--- config.mk ---
export PLATFORM = sky130hd
export DESIGN_NAME = multicycle_controller
export DESIGN_NICKNAME = d
export VERILOG_FILES = /design/src/rtl/multicycle_controller.sv
export SDC_FILE = /design/constraint.sdc
export NUM_CORES = 1
export LEC_CHECK = 0
export CAP_MARGIN = 40
export CELL_PAD_IN_SITES_DETAIL_PLACEMENT = 2
export CELL_PAD_IN_SITES_GLOBAL_PLACEMENT = 2
export CORE_ASPECT_RATIO = 0.9
export CORE_MARGIN = 3
export CORE_UTILIZATION = 22
export DETAILED_ROUTE_END_ITERATION = 7
export HOLD_SLACK_MARGIN = 0.15
export PLACE_DENSITY_LB_ADDON = 0.1
export REMOVE_ABC_BUFFERS = 1
export SKIP_CTS_REPAIR_TIMING = 1
export SLEW_MARGIN = 20
export SYNTH_ARGS = -nofsm -noshare
export SYNTH_HDL_FRONTEND = slang
export SYNTH_SLANG_ARGS = --single-unit
--- constraint.sdc ---
create_clock -name clk -period 2.6 [get_ports clk]
set_input_delay 0.26 -clock clk [delete_from_list [all_inputs] [get_ports clk]]
set_output_delay 0.26 -clock clk [all_outputs]
set_load 0.1 [all_outputs]
--- src/rtl/multicycle_controller.sv ---
// multicycle_controller
// Moore FSM that sequences an RV32I multicycle datapath (PC, OldPC, IR, A, B,
// ALUOut and Data registers, one shared ALU, one unified memory). The state
// and the decoded op/funct3/funct7b5 fields drive the datapath enables, the mux
// selects, ImmSrc and ALUControl. InstrDone pulses for one cycle in the final
// state of each retired instruction.
//
// Ports:
//   clk, reset        rising-edge clock, synchronous active-high reset
//   op/funct3/funct7b5 instruction fields taken from IR
//   Zero              ALU result equals zero
//   MemReady          memory completes its access in this cycle
//   PCWrite, AdrSrc, MemWrite, IRWrite, RegWrite   datapath strobes/selects
//   ResultSrc, ALUSrcA, ALUSrcB, ImmSrc, ALUControl mux selects / ALU op
//   InstrDone         one-cycle pulse in an instruction's final state
//   IllegalInstr      (MC_ILLEGAL_TRAP_EN only) high while parked in TRAP
//
// Build option: define MC_ILLEGAL_TRAP_EN to trap unknown opcodes in a TRAP
// state that holds until reset. Without it, unknown opcodes retire as a NOP
// from DECODE.
module multicycle_controller (
  input  logic       clk,
  input  logic       reset,
  input  logic [6:0] op,
  input  logic [2:0] funct3,
  input  logic       funct7b5,
  input  logic       Zero,
  input  logic       MemReady,
  output logic       PCWrite,
  output logic       AdrSrc,
  output logic       MemWrite,
  output logic       IRWrite,
  output logic       RegWrite,
  output logic [1:0] ResultSrc,
  output logic [1:0] ALUSrcA,
  output logic [1:0] ALUSrcB,
  output logic [2:0] ImmSrc,
  output logic [3:0] ALUControl,
  output logic       InstrDone
`ifdef MC_ILLEGAL_TRAP_EN
  ,
  output logic       IllegalInstr
`endif
);

  typedef enum logic [3:0] {
    S_FETCH    = 4'd0,
    S_DECODE   = 4'd1,
    S_MEMADR   = 4'd2,
    S_MEMREAD  = 4'd3,
    S_MEMWB    = 4'd4,
    S_MEMWRITE = 4'd5,
    S_EXECR    = 4'd6,
    S_EXECI    = 4'd7,
    S_ALUWB    = 4'd8,
    S_BRANCH   = 4'd9,
    S_JAL      = 4'd10,
    S_JALR     = 4'd11,
    S_LINK     = 4'd12,
    S_LUI      = 4'd13,
    S_TRAP     = 4'd14
  } state_t;

  localparam logic [6:0] OP_LOAD   = 7'b0000011;
  localparam logic [6:0] OP_STORE  = 7'b0100011;
  localparam logic [6:0] OP_RTYPE  = 7'b0110011;
  localparam logic [6:0] OP_ITYPE  = 7'b0010011;
  localparam logic [6:0] OP_BRANCH = 7'b1100011;
  localparam logic [6:0] OP_JAL    = 7'b1101111;
  localparam logic [6:0] OP_JALR   = 7'b1100111;
  localparam logic [6:0] OP_LUI    = 7'b0110111;
  localparam logic [6:0] OP_AUIPC  = 7'b0010111;

  localparam logic [3:0] ALU_ADD  = 4'b0000;
  localparam logic [3:0] ALU_SUB  = 4'b0001;
  localparam logic [3:0] ALU_AND  = 4'b0010;
  localparam logic [3:0] ALU_OR   = 4'b0011;
  localparam logic [3:0] ALU_XOR  = 4'b0100;
  localparam logic [3:0] ALU_SLT  = 4'b0101;
  localparam logic [3:0] ALU_SLTU = 4'b0110;
  localparam logic [3:0] ALU_SLL  = 4'b0111;
  localparam logic [3:0] ALU_SRL  = 4'b1000;
  localparam logic [3:0] ALU_SRA  = 4'b1001;

  state_t r_state;
  state_t w_next;

  logic       w_pc_write;
  logic       w_adr_src;
  logic       w_mem_write;
  logic       w_ir_write;
  logic       w_reg_write;
  logic [1:0] w_result_src;
  logic [1:0] w_src_a;
  logic [1:0] w_src_b;
  logic [3:0] w_alu_ctl;
  logic       w_done;
  logic       w_op_unknown;
  logic       w_taken;

  // alt selects SUB over ADD (funct3=000) and SRA over SRL (funct3=101)
  function automatic logic [3:0] alu_decode(input logic [2:0] f3, input logic alt);
    logic [3:0] r;
    case (f3)
      3'b000:  r = alt ? ALU_SUB : ALU_ADD;
      3'b001:  r = ALU_SLL;
      3'b010:  r = ALU_SLT;
      3'b011:  r = ALU_SLTU;
      3'b100:  r = ALU_XOR;
      3'b101:  r = alt ? ALU_SRA : ALU_SRL;
      3'b110:  r = ALU_OR;
      default: r = ALU_AND;
    endcase
    return r;
  endfunction

  always_comb begin
    case (op)
      OP_LOAD, OP_STORE, OP_RTYPE, OP_ITYPE, OP_BRANCH,
      OP_JAL, OP_JALR, OP_LUI, OP_AUIPC: w_op_unknown = 1'b0;
      default:                           w_op_unknown = 1'b1;
    endcase
  end

  // State register
  always_ff @(posedge clk) begin
    if (reset) r_state <= S_FETCH;
    else       r_state <= w_next;
  end

  // Next-state logic
  always_comb begin
    w_next = r_state;
    case (r_state)
      S_FETCH:    w_next = MemReady ? S_DECODE : S_FETCH;
      S_DECODE: begin
        case (op)
          OP_LOAD, OP_STORE: w_next = S_MEMADR;
          OP_RTYPE:          w_next = S_EXECR;
          OP_ITYPE:          w_next = S_EXECI;
          OP_BRANCH:         w_next = S_BRANCH;
          OP_JAL:            w_next = S_JAL;
          OP_JALR:           w_next = S_JALR;
          OP_LUI:            w_next = S_LUI;
          OP_AUIPC:          w_next = S_ALUWB;
`ifdef MC_ILLEGAL_TRAP_EN
          default:           w_next = S_TRAP;
`else
          default:           w_next = S_FETCH;
`endif
        endcase
      end
      S_MEMADR:   w_next = op[5] ? S_MEMWRITE : S_MEMREAD;
      S_MEMREAD:  w_next = MemReady ? S_MEMWB : S_MEMREAD;
      S_MEMWB:    w_next = S_FETCH;
      S_MEMWRITE: w_next = MemReady ? S_FETCH : S_MEMWRITE;
      S_EXECR:    w_next = S_ALUWB;
      S_EXECI:    w_next = S_ALUWB;
      S_ALUWB:    w_next = S_FETCH;
      S_BRANCH:   w_next = S_FETCH;
      S_JAL:      w_next = S_ALUWB;
      S_JALR:     w_next = S_LINK;
      S_LINK:     w_next = S_ALUWB;
      S_LUI:      w_next = S_FETCH;
      S_TRAP:     w_next = S_TRAP;
      default:    w_next = S_FETCH;
    endcase
  end

  // Branch condition: SUB for eq/ne, SLT/SLTU for the ordered compares;
  // the "greater-or-equal" forms are taken when the compare result is zero.
  always_comb begin
    w_taken = 1'b0;
    case (funct3)
      3'b000:  w_taken = Zero;
      3'b001:  w_taken = ~Zero;
      3'b100:  w_taken = ~Zero;
      3'b101:  w_taken = Zero;
      3'b110:  w_taken = ~Zero;
      3'b111:  w_taken = Zero;
      default: w_taken = 1'b0;
    endcase
  end

  // Output logic
  always_comb begin
    w_pc_write   = 1'b0;
    w_adr_src    = 1'b0;
    w_mem_write  = 1'b0;
    w_ir_write   = 1'b0;
    w_reg_write  = 1'b0;
    w_result_src = 2'b00;
    w_src_a      = 2'b00;
    w_src_b      = 2'b00;
    w_alu_ctl    = ALU_ADD;
    w_done       = 1'b0;
    case (r_state)
      S_FETCH: begin
        w_src_b      = 2'b10;
        w_result_src = 2'b10;
        w_ir_write   = MemReady;
        w_pc_write   = MemReady;
      end
      S_DECODE: begin
        w_src_a = 2'b01;
        w_src_b = 2'b01;
`ifndef MC_ILLEGAL_TRAP_EN
        w_done  = w_op_unknown;
`endif
      end
      S_MEMADR: begin
        w_src_a = 2'b10;
        w_src_b = 2'b01;
      end
      S_MEMREAD: w_adr_src = 1'b1;
      S_MEMWB: begin
        w_result_src = 2'b01;
        w_reg_write  = 1'b1;
        w_done       = 1'b1;
      end
      S_MEMWRITE: begin
        w_adr_src   = 1'b1;
        w_mem_write = 1'b1;
        w_done      = MemReady;
      end
      S_EXECR: begin
        w_src_a   = 2'b10;
        w_alu_ctl = alu_decode(funct3, funct7b5);
      end
      S_EXECI: begin
        w_src_a   = 2'b10;
        w_src_b   = 2'b01;
        w_alu_ctl = alu_decode(funct3, funct7b5 & (funct3 == 3'b101));
      end
      S_ALUWB: begin
        w_reg_write = 1'b1;
        w_done      = 1'b1;
      end
      S_BRANCH: begin
        w_src_a    = 2'b10;
        w_done     = 1'b1;
        w_pc_write = w_taken;
        case (funct3)
          3'b000, 3'b001: w_alu_ctl = ALU_SUB;
          3'b100, 3'b101: w_alu_ctl = ALU_SLT;
          3'b110, 3'b111: w_alu_ctl = ALU_SLTU;
          default:        w_alu_ctl = ALU_ADD;
        endcase
      end
      S_JAL: begin
        w_pc_write = 1'b1;
        w_src_a    = 2'b01;
        w_src_b    = 2'b10;
      end
      S_JALR: begin
        w_src_a      = 2'b10;
        w_src_b      = 2'b01;
        w_result_src = 2'b10;
        w_pc_write   = 1'b1;
      end
      S_LINK: begin
        w_src_a = 2'b01;
        w_src_b = 2'b10;
      end
      S_LUI: begin
        w_result_src = 2'b11;
        w_reg_write  = 1'b1;
        w_done       = 1'b1;
      end
      default: ;
    endcase
  end

  always_comb begin
    case (op)
      OP_STORE:         ImmSrc = 3'b001;
      OP_BRANCH:        ImmSrc = 3'b010;
      OP_JAL:           ImmSrc = 3'b011;
      OP_LUI, OP_AUIPC: ImmSrc = 3'b100;
      default:          ImmSrc = 3'b000;
    endcase
  end

  // Reset suppresses every architectural write combinationally, so an
  // instruction interrupted mid-flight leaves no side effects.
  assign PCWrite    = w_pc_write  & ~reset;
  assign IRWrite    = w_ir_write  & ~reset;
  assign RegWrite   = w_reg_write & ~reset;
  assign MemWrite   = w_mem_write & ~reset;
  assign InstrDone  = w_done      & ~reset;
  assign AdrSrc     = w_adr_src;
  assign ResultSrc  = w_result_src;
  assign ALUSrcA    = w_src_a;
  assign ALUSrcB    = w_src_b;
  assign ALUControl = w_alu_ctl;

`ifdef MC_ILLEGAL_TRAP_EN
  assign IllegalInstr = (r_state == S_TRAP);
`endif

endmodule

### Word level (Yosys, flattened, before mapping)

Index checks and enable logic that the tools add are counted.

* bitwise operators: 8
* reductions and logical operators: 20
* eq/ne operators: 30
* mux-type cells: 26

Operators with widths (count)
* $pmux 4 s8: 2
* $pmux 4 s7: 2
* $eq 4x4->1 const B: 7
* $eq 7x6->1 const B: 3
* $eq 7x7->1 const B: 3
* $eq 4x3->1 const B: 4
* $reduce_or 2->1: 8
* $reduce_or 3->1: 5
* $eq 7x5->1 const B: 2
* $eq 3x3->1 const B: 4
* $pmux 3 s4: 1
* $pmux 4 s3: 1
* $reduce_or 4->1: 3
* $mux 1: 10
* $mux 3: 3
* $pmux 3 s3: 1
* $reduce_or 9->1: 1
* $eq 4x2->1 const B: 2
* $pmux 2 s2: 2
* $eq 7x2->1 const B: 1
* $and 1x1->1: 6
* $eq 3x2->1 const B: 2
* $pmux 1 s3: 2
* $pmux 2 s3: 1
* 7 further kinds: 8

* output and inout bits: 19
* word-level logic and storage cells: 85
* input bits: 15
* bits in registers: 4

### Logic depth before layout (Yosys ltp)

Gate-level depths: netlist (run 1).

* depth in word-level cells: 5
* mapped depth: 6
* mapped depth without buffers: 4

### Worst setup path after synthesis (run 1)

Ideal clock, no wire load.

* path kind: reg-to-output
* start: reg r_state[2]
* end: out InstrDone
* path buffers: 1
* required time: 2.340 ns
* arrival time: 4.105 ns
* path slack: -1.765 ns
* cell stages (with the launch flop): 4
* cells stage by stage: dfxtp_1 > buf_6 > or4b_4 > o41ai_1

* word-level cells in the longest chain between the ends: 4
* elaborated cells on any way between the ends: 9
* classes of those cells: 6 x eq/ne; 1 x mux; 1 x bitwise; 1 x reduce/logical

RTL lines
* start: declaration: line 85 `state_t r_state;`
* start signal: assignment: line 128 `else r_state <= w_next;`
* $eq 4x4->1 / $eq 4x3->1 (equally long branches): line 197 `case (r_state)`
* $reduce_or 4->1 (no source line)
* $pmux 1 s3 (*): line 197
* $and 1x1->1 (*): line 290 `assign InstrDone = w_done & ~reset;`
* end: declaration: line 39 `output logic InstrDone`

Every way passes the cells marked *; elsewhere a longest branch is shown, timed or not.

### Worst setup path in the final report (run 1)

* start: in op[3]
* end: out InstrDone

* word-level cells in the longest chain between the ends: 5
* elaborated cells on any way between the ends: 13
* classes of those cells: 9 x eq/ne; 2 x mux; 1 x bitwise; 1 x reduce/logical

RTL lines
* start: declaration: line 24 `input logic [6:0] op,`
* $eq 7x6->1, or another cell as far along: line 118 `case (op)`
* $reduce_or 9->1 (*): line 118
* $mux 1 (*): line 118
* $pmux 1 s3 (*): line 197
* $and 1x1->1 (*): line 290

Marked as above.

==> results of run 1 <==
==> metal layers <==
| layer | track usage | share of wire |
|---|---|---|
| met5 | 0 | 0 |
| met4 | 0.0223 | 0.0023 |
| met3 | 0.0486 | 0.034 |
| met2 | 0.255 | 0.47 |
| met1 | 0.254 | 0.49 |
==> placed cells by master, fill, tap and decap left out, types with 2 or more instances in the layout <==
cell type / n
clkdlybuf4s50_1: 14
buf_12: 14
a21oi_1: 13
o21ai_0: 11
nor2_1: 10
buf_4: 9
nand2_1: 8
nand2b_1: 6
nor3_1: 6
inv_1: 5
nand3_1: 5
xnor2_1: 4
nor4_1: 4
dfxtp_1: 4
nor2b_1: 3
o21bai_1: 3
clkbuf_8: 3
o21a_1: 2
and2_1: 2
or3_1: 2
nor3b_1: 2
or3b_2: 2
o31ai_1: 2
==> through the flow <==
stage | power (mW) | area, um2 | utilization | TNS (ns)
final | 0.380 | 1310 | 0.408 | 0
after global routing | 0.400 | 1310 | 0.408 | 0
after CTS | 0.383 | 1310 | 0.408 | 0
after detailed placement | 0.247 | 1270 | 0.395 | 0
after global placement | 0.240 | 1270 | 0.395 | 0
after floorplan | 0.164 | 728 | - | -9.73
==> tightest hold or removal path: stages (launching register included) <==
cell and delay [ns]:
dfxtp_1 0.30, or4b_4 0.23, a211o_1 0.11, a21oi_1 0.06
==> layout make-up <==
class,count,area (um2)
fillers,376,1900
multi-input cells,104,629
repair buffers,37,488
flip-flops and latches,4,80.1
well taps,42,52.6
clock buffers,3,41.3
inverters,5,18.8
==> report_power, final <==
| part | switching (mW) | internal, mW | leakage (nW) | total (mW) |
|---|---|---|---|---|
| clock network | 0.0348 | 0.0989 | 0.0216 | 0.134 |
| registers | 0.00127 | 0.0631 | 0.0325 | 0.0644 |
| logic | 0.114 | 0.0672 | 0.422 | 0.182 |
| total | 0.150 | 0.229 | 0.476 | 0.380 |
==> logic make-up (layout without fill, tap and decap cells) <==
logic type	Yosys count	count (layout)	share of synthesized area
flops	4	4	0.103
compound gates	42	42	0.337
mux	1	1	0.0145
buf+inv	15	45	0.0855
xor+xnor	4	4	0.0452
simple gates	57	57	0.415
==> final timing paths <==
path	from	endpoint	slack (ns)	cells past startpoint
worst max-delay path	op[3]	InstrDone	0.20	6
worst min-delay path	r_state[0]$_SDFF_PP0_	r_state[3]$_SDFF_PP0_	0.74	3
worst max register to register	r_state[2]$_SDFF_PP0_	r_state[0]$_SDFF_PP0_	0.89	4
worst min register to register	r_state[0]$_SDFF_PP0_	r_state[3]$_SDFF_PP0_	0.74	3
==> impl_metrics.tcl, run 1 <==
set metrics [dict create \
    numCtsBuffers 3 \
    fin_crit_sh 0.924 \
    power.density_mw_per_mm2 290 \
    area_delta_synth_final_pct 68.9 \
    insertion_delay_ns 0.22 \
    instances_no_fill 195 \
    root_buffer "clkbuf_8" \
    dp.cells 192 \
    io_pins 34 \
    wirelength_mm 3.50 \
    grt_pass1_wl_mm 5.62 \
    drive_gt1_frac 0.216 \
    maxSlewHeadroom 0.618 \
    port_buffers 33 \
    finalSetupViolations 0 \
    max_flop_register "r_state" \
    cp_max_fo 7 \
    clockBufferDepth 2 \
    place_ws_ns 0.215 \
    grt.overflow.total 0 \
    start_util 0.242 \
    max_freq_mhz 416 \
    leakagePower_nw 0.476 \
    n_antenna_cell 0 \
    grt_use_total 0.173 \
    netlist_top_cells_count "a21oi_1 (13), o21ai_0 (11), nor2_1 (10)" \
    drtPass1Iterations 4 \
    dieArea_mm2 0.00428 \
    reg_top3 "r_state: 4 flops" \
    ir_drop_mv 0.180 \
    period_minus_slack_ns 2.40 \
    drv_cap 0 \
    yosys_warnings 0 \
    end_kind "output pin" \
    drc 0 \
    ant_nets 0 \
    required_ns 2.34 \
    cp_num_buf_inv 3 \
    htreeDepth 1 \
    path_clk_slew_ns 0.03 \
    criticalPathCategory "in -> out" \
    antenna_found_initial 0 \
    postSynthCellCount 123 \
    cpMaxStageDelayCell "clkdlybuf4s50_1" \
    largest_reg_flops 4 \
    cts_tree "yes" \
    nets 170 \
    crit_chain "clkdlybuf4s50_1 > inv_1 > o2111ai_1 > a21oi_1 > o41ai_1 > buf_12" \
    drtIter0Drc 32 \
    finalWorstSetupSlack_ns 0.197 \
    hpwl_mm 2.83 \
    synth_area_per_cell_um2 6.31 \
    critPathTopFamily "buffers and inverters" \
    yosysUniqueCellTypes 42 \
    gp_congestion 0.729 \
    synth_edf_count 0 \
    crit_arrival_ns 2.14 \
    slew_violations 0 \
    grt_pass1_vias 1082 \
    synth_top_cell_by_area "dfxtp_1" \
    rsz0062_at_grt "false" \
    die_x_um 68.6 \
    status "finished clean" \
    grt_start_max_net_pins 19 \
    whs_ns 0.743 \
    syn_area_um2 776 \
    worst_pin_slew_ns 0.566 \
    timing_hold_violations_final 0 \
    clkSinkCount 4 \
    avgViaCountPerCell 5.34 \
    critPathMaxStageDelay_ns 0.61 \
    routedWlPerCell_um 17.9 \
    synth_top_area_share 0.103 \
    ys_async_sr_fraction 0 \
    ys_ff_latch 4 \
    startpoint_type "input port" \
    seq_area_frac_synth 0.103 \
    vias 1041 \
    yosysMostFrequentCell "a21oi_1" \
    synth.area.top_cells "dfxtp_1 (10%), a21oi_1 (8.4%), o21ai_0 (7.1%)" \
    synth_top_flop_cell "dfxtp_1" \
    dieHeight_um 62.3 \
    hp-class "reg -> reg" \
    clock_skew_ns 0.00442 \
    rows 19 \
    design.core.area_mm2 0.00321 \
]
No activity file was read; power rests on OpenSTA's default activity.
==> run 2: changes to the inputs <==
--- a/config.mk
+++ b/config.mk
@@ -9,14 +9,13 @@
 export CELL_PAD_IN_SITES_DETAIL_PLACEMENT = 2
 export CELL_PAD_IN_SITES_GLOBAL_PLACEMENT = 2
 export CORE_ASPECT_RATIO = 0.9
-export CORE_MARGIN = 3
+export CORE_MARGIN = 1
 export CORE_UTILIZATION = 22
 export DETAILED_ROUTE_END_ITERATION = 7
 export HOLD_SLACK_MARGIN = 0.15
 export PLACE_DENSITY_LB_ADDON = 0.1
 export REMOVE_ABC_BUFFERS = 1
 export SKIP_CTS_REPAIR_TIMING = 1
-export SLEW_MARGIN = 20
 export SYNTH_ARGS = -nofsm -noshare
 export SYNTH_HDL_FRONTEND = slang
 export SYNTH_SLANG_ARGS = --single-unit
==> run 2 against run 1 <==
Effect of this change: cell count up 2.1%; clock power barely moved; sequential power up 0.6%; via count rose by 0.96%; global-route usage is 0.14 points higher; utilization is 1.5 points lower; die area is 12% lower; sequential share of layout area decreased by 0.081 points; clock skew is 0.0015 ns lower; combinational power about the same; flip-flop and latch count is the same; first-iteration DRC count increased by 72%; largest cell class unchanged.
==> impl_metrics.tcl, run 2 (synthesized netlist as in run 1, its figures left out) <==
set metrics [dict create \
    status "finished clean" \
    routedWlPerCell_um 15.4 \
    placed_area_mm2 0.00129 \
    port_buffers 33 \
    grt_pass1_vias 1122 \
    ant_nets 0 \
    power.density_mw_per_mm2 285 \
    gp_congestion 0.734 \
    maxSlewHeadroom 0.637 \
    largest_reg_flops 4 \
    drc 0 \
    drive_gt1_frac 0.226 \
    drv_cap 0 \
    antenna_found_initial 0 \
    n_fill_cell 421 \
    finalSetupViolations 0 \
    hpwl_mm 2.50 \
    startpoint_type "flop" \
    vias 1051 \
    io_pins 34 \
    max_flop_register "r_state" \
    slew_violations 0 \
    cp_max_fo 16 \
    nets 172 \
    timing.rr.end "r_state[1]$_SDFF_PP0_" \
    hold_path_depth 2 \
    required_ns 2.34 \
    ff2ff_setup_slack_ns 0.89 \
    start_util 0.230 \
    grt_start_max_net_pins 17 \
    dieArea_mm2 0.00377 \
    drtPass1Iterations 4 \
    insertion_delay_ns 0.22 \
    clock_skew_ns 0.00290 \
    routed.top_layer "met3" \
    numCtsBuffers 3 \
    crit_arrival_ns 2.14 \
    design.core.area_mm2 0.00338 \
    fin_crit_sh 0.922 \
    wirelength_mm 3.07 \
    avgViaCountPerCell 5.28 \
    max_freq_mhz 417 \
    worst_pin_slew_ns 0.537 \
    hold_start "r_state[1]$_SDFF_PP0_" \
    grt_pass1_wl_mm 5.22 \
    path_clk_slew_ns 0.03 \
    criticalPathCategory "reg -> out" \
    end_kind "output pin" \
    clkSinkCount 4 \
    seqCellArea_um2 80.1 \
    root_buffer "clkbuf_8" \
    drtIter0Drc 55 \
    die_x_um 64.6 \
    leakagePower_nw 0.486 \
    r2r_cells 4 \
    totalPowerFinal_mw 0.378 \
    ir_drop_mv 0.118 \
    startpoint "r_state[2]$_SDFF_PP0_" \
    fin_setup_tns_ns 0 \
    hp-class "reg -> reg" \
    area_delta_synth_final_pct 71.1 \
    met3_length_um 121 \
    layout_common_cells "clkdlybuf4s50_1 (14), buf_12 (14), a21oi_1 (13), o21ai_0 (11), buf_4 (11)" \
    clockBufferDepth 2 \
    rsz0062_at_grt "false" \
    period_minus_slack_ns 2.40 \
    rows 20 \
    grt.overflow.total 0 \
    final_area_mm2 0.00133 \
    multi_input_area_um2 629 \
    htreeDepth 1 \
    cts_tree "yes" \
    reg_top3 "r_state: 4 flops" \
    grt_use_total 0.175 \
    wl_met2_mm 1.48 \
    holdPathEnd "r_state[2]$_SDFF_PP0_" \
    dieHeight_um 58.3 \
    n_antenna_cell 0 \
    timing_hold_violations_final 0 \
    reg2reg_from "r_state[2]$_SDFF_PP0_" \
    met1_length_mm 1.47 \
]
## run 2: worst max path at each step
stage | slack (ns) | to | depth (start not counted)
after floorplan | -1.93 | InstrDone | 2
after global placement | 0.28 | InstrDone | 6
after detailed placement | 0.26 | InstrDone | 6
after CTS | 0.19 | InstrDone | 3
after global routing | 0.11 | InstrDone | 6
final | 0.20 | InstrDone | 3
## run 2: cell type report
cell class | count | share of cell area
well taps | 44 | 0.0415
inverters | 5 | 0.0141
flip-flops and latches | 4 | 0.0603
repair buffers | 39 | 0.379
multi-input cells | 104 | 0.474
clock buffers | 3 | 0.0311
## run 2: through the flow
step | hold WS [ns] | utilization | setup WS (ns) | cells
detailed placement | 0.665 | 0.381 | 0.260 | 196
global placement | 0.669 | 0.381 | 0.277 | 196
global route | 0.762 | 0.393 | 0.110 | 199
CTS | 0.687 | 0.393 | 0.193 | 199
floorplan | 0.329 | - | -1.93 | 113
finish | 0.691 | 0.393 | 0.202 | 199
## run 2: routing by layer
| metal | GRT usage | up-vias |
|---|---|---|
| li1 | - | 515 |
| met1 | 0.223 | 514 |
| met2 | 0.314 | 22 |
| met3 | 0.0349 | 0 |
| met4 | 0.0190 | 0 |
| met5 | 0 | - |
## run 2: power breakdown
group,total (mW),switching [mW],internal (mW)
sequential,0.0648,0.00173,0.0630
combinational,0.180,0.111,0.0694
clock,0.133,0.0344,0.0989
total,0.378,0.147,0.231
## run 2: worst max-delay path, cell delays in order, from the launching register on
cell,delay (ns)
dfxtp_1,0.47
or4b_4,0.63
o41ai_1,0.57
buf_12,0.25
==> run 3: changes to the inputs <==
--- a/config.mk
+++ b/config.mk
@@ -10,7 +10,7 @@
 export CELL_PAD_IN_SITES_GLOBAL_PLACEMENT = 2
 export CORE_ASPECT_RATIO = 0.9
 export CORE_MARGIN = 1
-export CORE_UTILIZATION = 22
+export CORE_UTILIZATION = 20
 export DETAILED_ROUTE_END_ITERATION = 7
 export HOLD_SLACK_MARGIN = 0.15
 export PLACE_DENSITY_LB_ADDON = 0.1
==> constraint.sdc (replaced) <==
create_clock -name clk -period 2.4 [get_ports clk]
set_input_delay 0.24 -clock clk [delete_from_list [all_inputs] [get_ports clk]]
set_output_delay 0.24 -clock clk [all_outputs]
set_load 0.1 [all_outputs]
==> run 3 against run 2 <==
Effect of this change: design area up 6.8%; wire length up 3.4%; utilization down 1.0 points; first-iteration DRC count down 35%; cell count up 3.0%; critical path depth unchanged.
==> impl_metrics.tcl, run 3 (synthesized netlist as in run 1, its figures left out) <==
set metrics [dict create \
    drv_cap 0 \
    dp.cells 202 \
    root_buffer "clkbuf_8" \
    path_clk_slew_ns 0.03 \
    timing_hold_violations_final 0 \
    numCtsBuffers 3 \
    drive_gt1_frac 0.252 \
    grt.overflow.total 0 \
    finalSetupViolations 0 \
    htreeDepth 1 \
    worst_pin_slew_ns 0.529 \
    totalPowerFinal_mw 0.416 \
    gp_congestion 0.724 \
    ir_drop_mv 0.117 \
    drtIter0Drc 36 \
    nets 176 \
    port_buffers 33 \
    required_ns 2.16 \
    startpoint_type "flop" \
    area_delta_synth_final_pct 82.7 \
    n_fill_cell 432 \
    layout_common_cells "buf_12 (18), clkdlybuf4s50_1 (14), a21oi_1 (13), o21ai_0 (11), buf_4 (11)" \
    wirelength_mm 3.17 \
    instances_no_fill 205 \
    max_freq_mhz 456 \
    fin_crit_sh 0.913 \
    rsz0062_at_grt "false" \
    leakagePower_nw 0.523 \
    avgViaCountPerCell 5.20 \
    max_flop_register "r_state" \
    whs_ns 0.730 \
    die_x_um 67.7 \
    clkSinkCount 4 \
    antenna_found_initial 0 \
    cp_max_fo 12 \
    status "finished clean" \
    slew_violations 0 \
    dieArea_mm2 0.00413 \
    grt_pass1_wl_mm 5.29 \
    cts_tree "yes" \
    drc 0 \
    largest_reg_flops 4 \
    reg_top3 "r_state: 4 flops" \
    end_kind "output pin" \
    clockBufferDepth 2 \
    start_util 0.209 \
    hp-class "reg -> reg" \
    drtPass1Iterations 4 \
    power.density_mw_per_mm2 293 \
    design.core.area_mm2 0.00370 \
    criticalPathCategory "reg -> out" \
    hpwl_mm 2.53 \
    rows 21 \
    final_common_cell "buf_12" \
    grt_use_total 0.172 \
    grt_start_max_net_pins 13 \
    grt_pass1_vias 1060 \
    ant_nets 0 \
    crit_arrival_ns 1.95 \
    period_minus_slack_ns 2.19 \
    io_pins 34 \
    routedWlPerCell_um 15.5 \
    maxSlewHeadroom 0.644 \
    dieHeight_um 61.1 \
    n_antenna_cell 0 \
    insertion_delay_ns 0.22 \
    vias 1066 \
    clock_skew_ns 0.00244 \
]
-- run 3: metal layers --
| layer | part of all wire | GRT usage |
|---|---|---|
| met2 | 0.51 | 0.296 |
| met1 | 0.46 | 0.219 |
| met5 | 0 | 0 |
| met4 | 0.0044 | 0.0517 |
| met3 | 0.026 | 0.0296 |
-- run 3: cell type report --
type	count	area [um2]	area share
clock buffer	3	41.3	0.0291
inverter	5	18.8	0.0132
multi-input combinational	104	637	0.449
sequential	4	80.1	0.0565
tap	46	57.6	0.0406
timing repair buffer	43	583	0.411
-- run 3: per-stage QoR --
stage	util	setup TNS (ns)	cell area, um2	setup slack [ns]
after CTS	0.381	-0.000334	1410	-0.000334
after detailed placement	0.369	0	1370	0.173
after floorplan	-	-12.05	728	-2.11
after global placement	0.369	0	1370	0.243
final	0.383	0	1420	0.208
after global routing	0.383	0	1420	0.0917
-- run 3: critical path, stage by stage, from the launching register on --
cell and delay, ns:
dfxtp_1 0.42, or4b_4 0.62, o41ai_2 0.46, buf_12 0.23
-- run 3: where the power goes --
part | total (mW) | switching [mW] | internal (mW)
Clock | 0.141 | 0.0344 | 0.107
Sequential | 0.0698 | 0.00145 | 0.0684
Combinational | 0.205 | 0.123 | 0.0819
Total | 0.416 | 0.159 | 0.257
-- run 3: final timing paths --
| check | cells past startpoint | from | endpoint | slack [ns] |
|---|---|---|---|---|
| setup / recovery | 3 | r_state[2]$_SDFF_PP0_ | InstrDone | 0.21 |
| hold / removal | 3 | r_state[1]$_SDFF_PP0_ | r_state[1]$_SDFF_PP0_ | 0.73 |
| setup reg to reg | 4 | r_state[2]$_SDFF_PP0_ | r_state[2]$_SDFF_PP0_ | 0.78 |
| hold reg to reg | 3 | r_state[1]$_SDFF_PP0_ | r_state[1]$_SDFF_PP0_ | 0.73 |
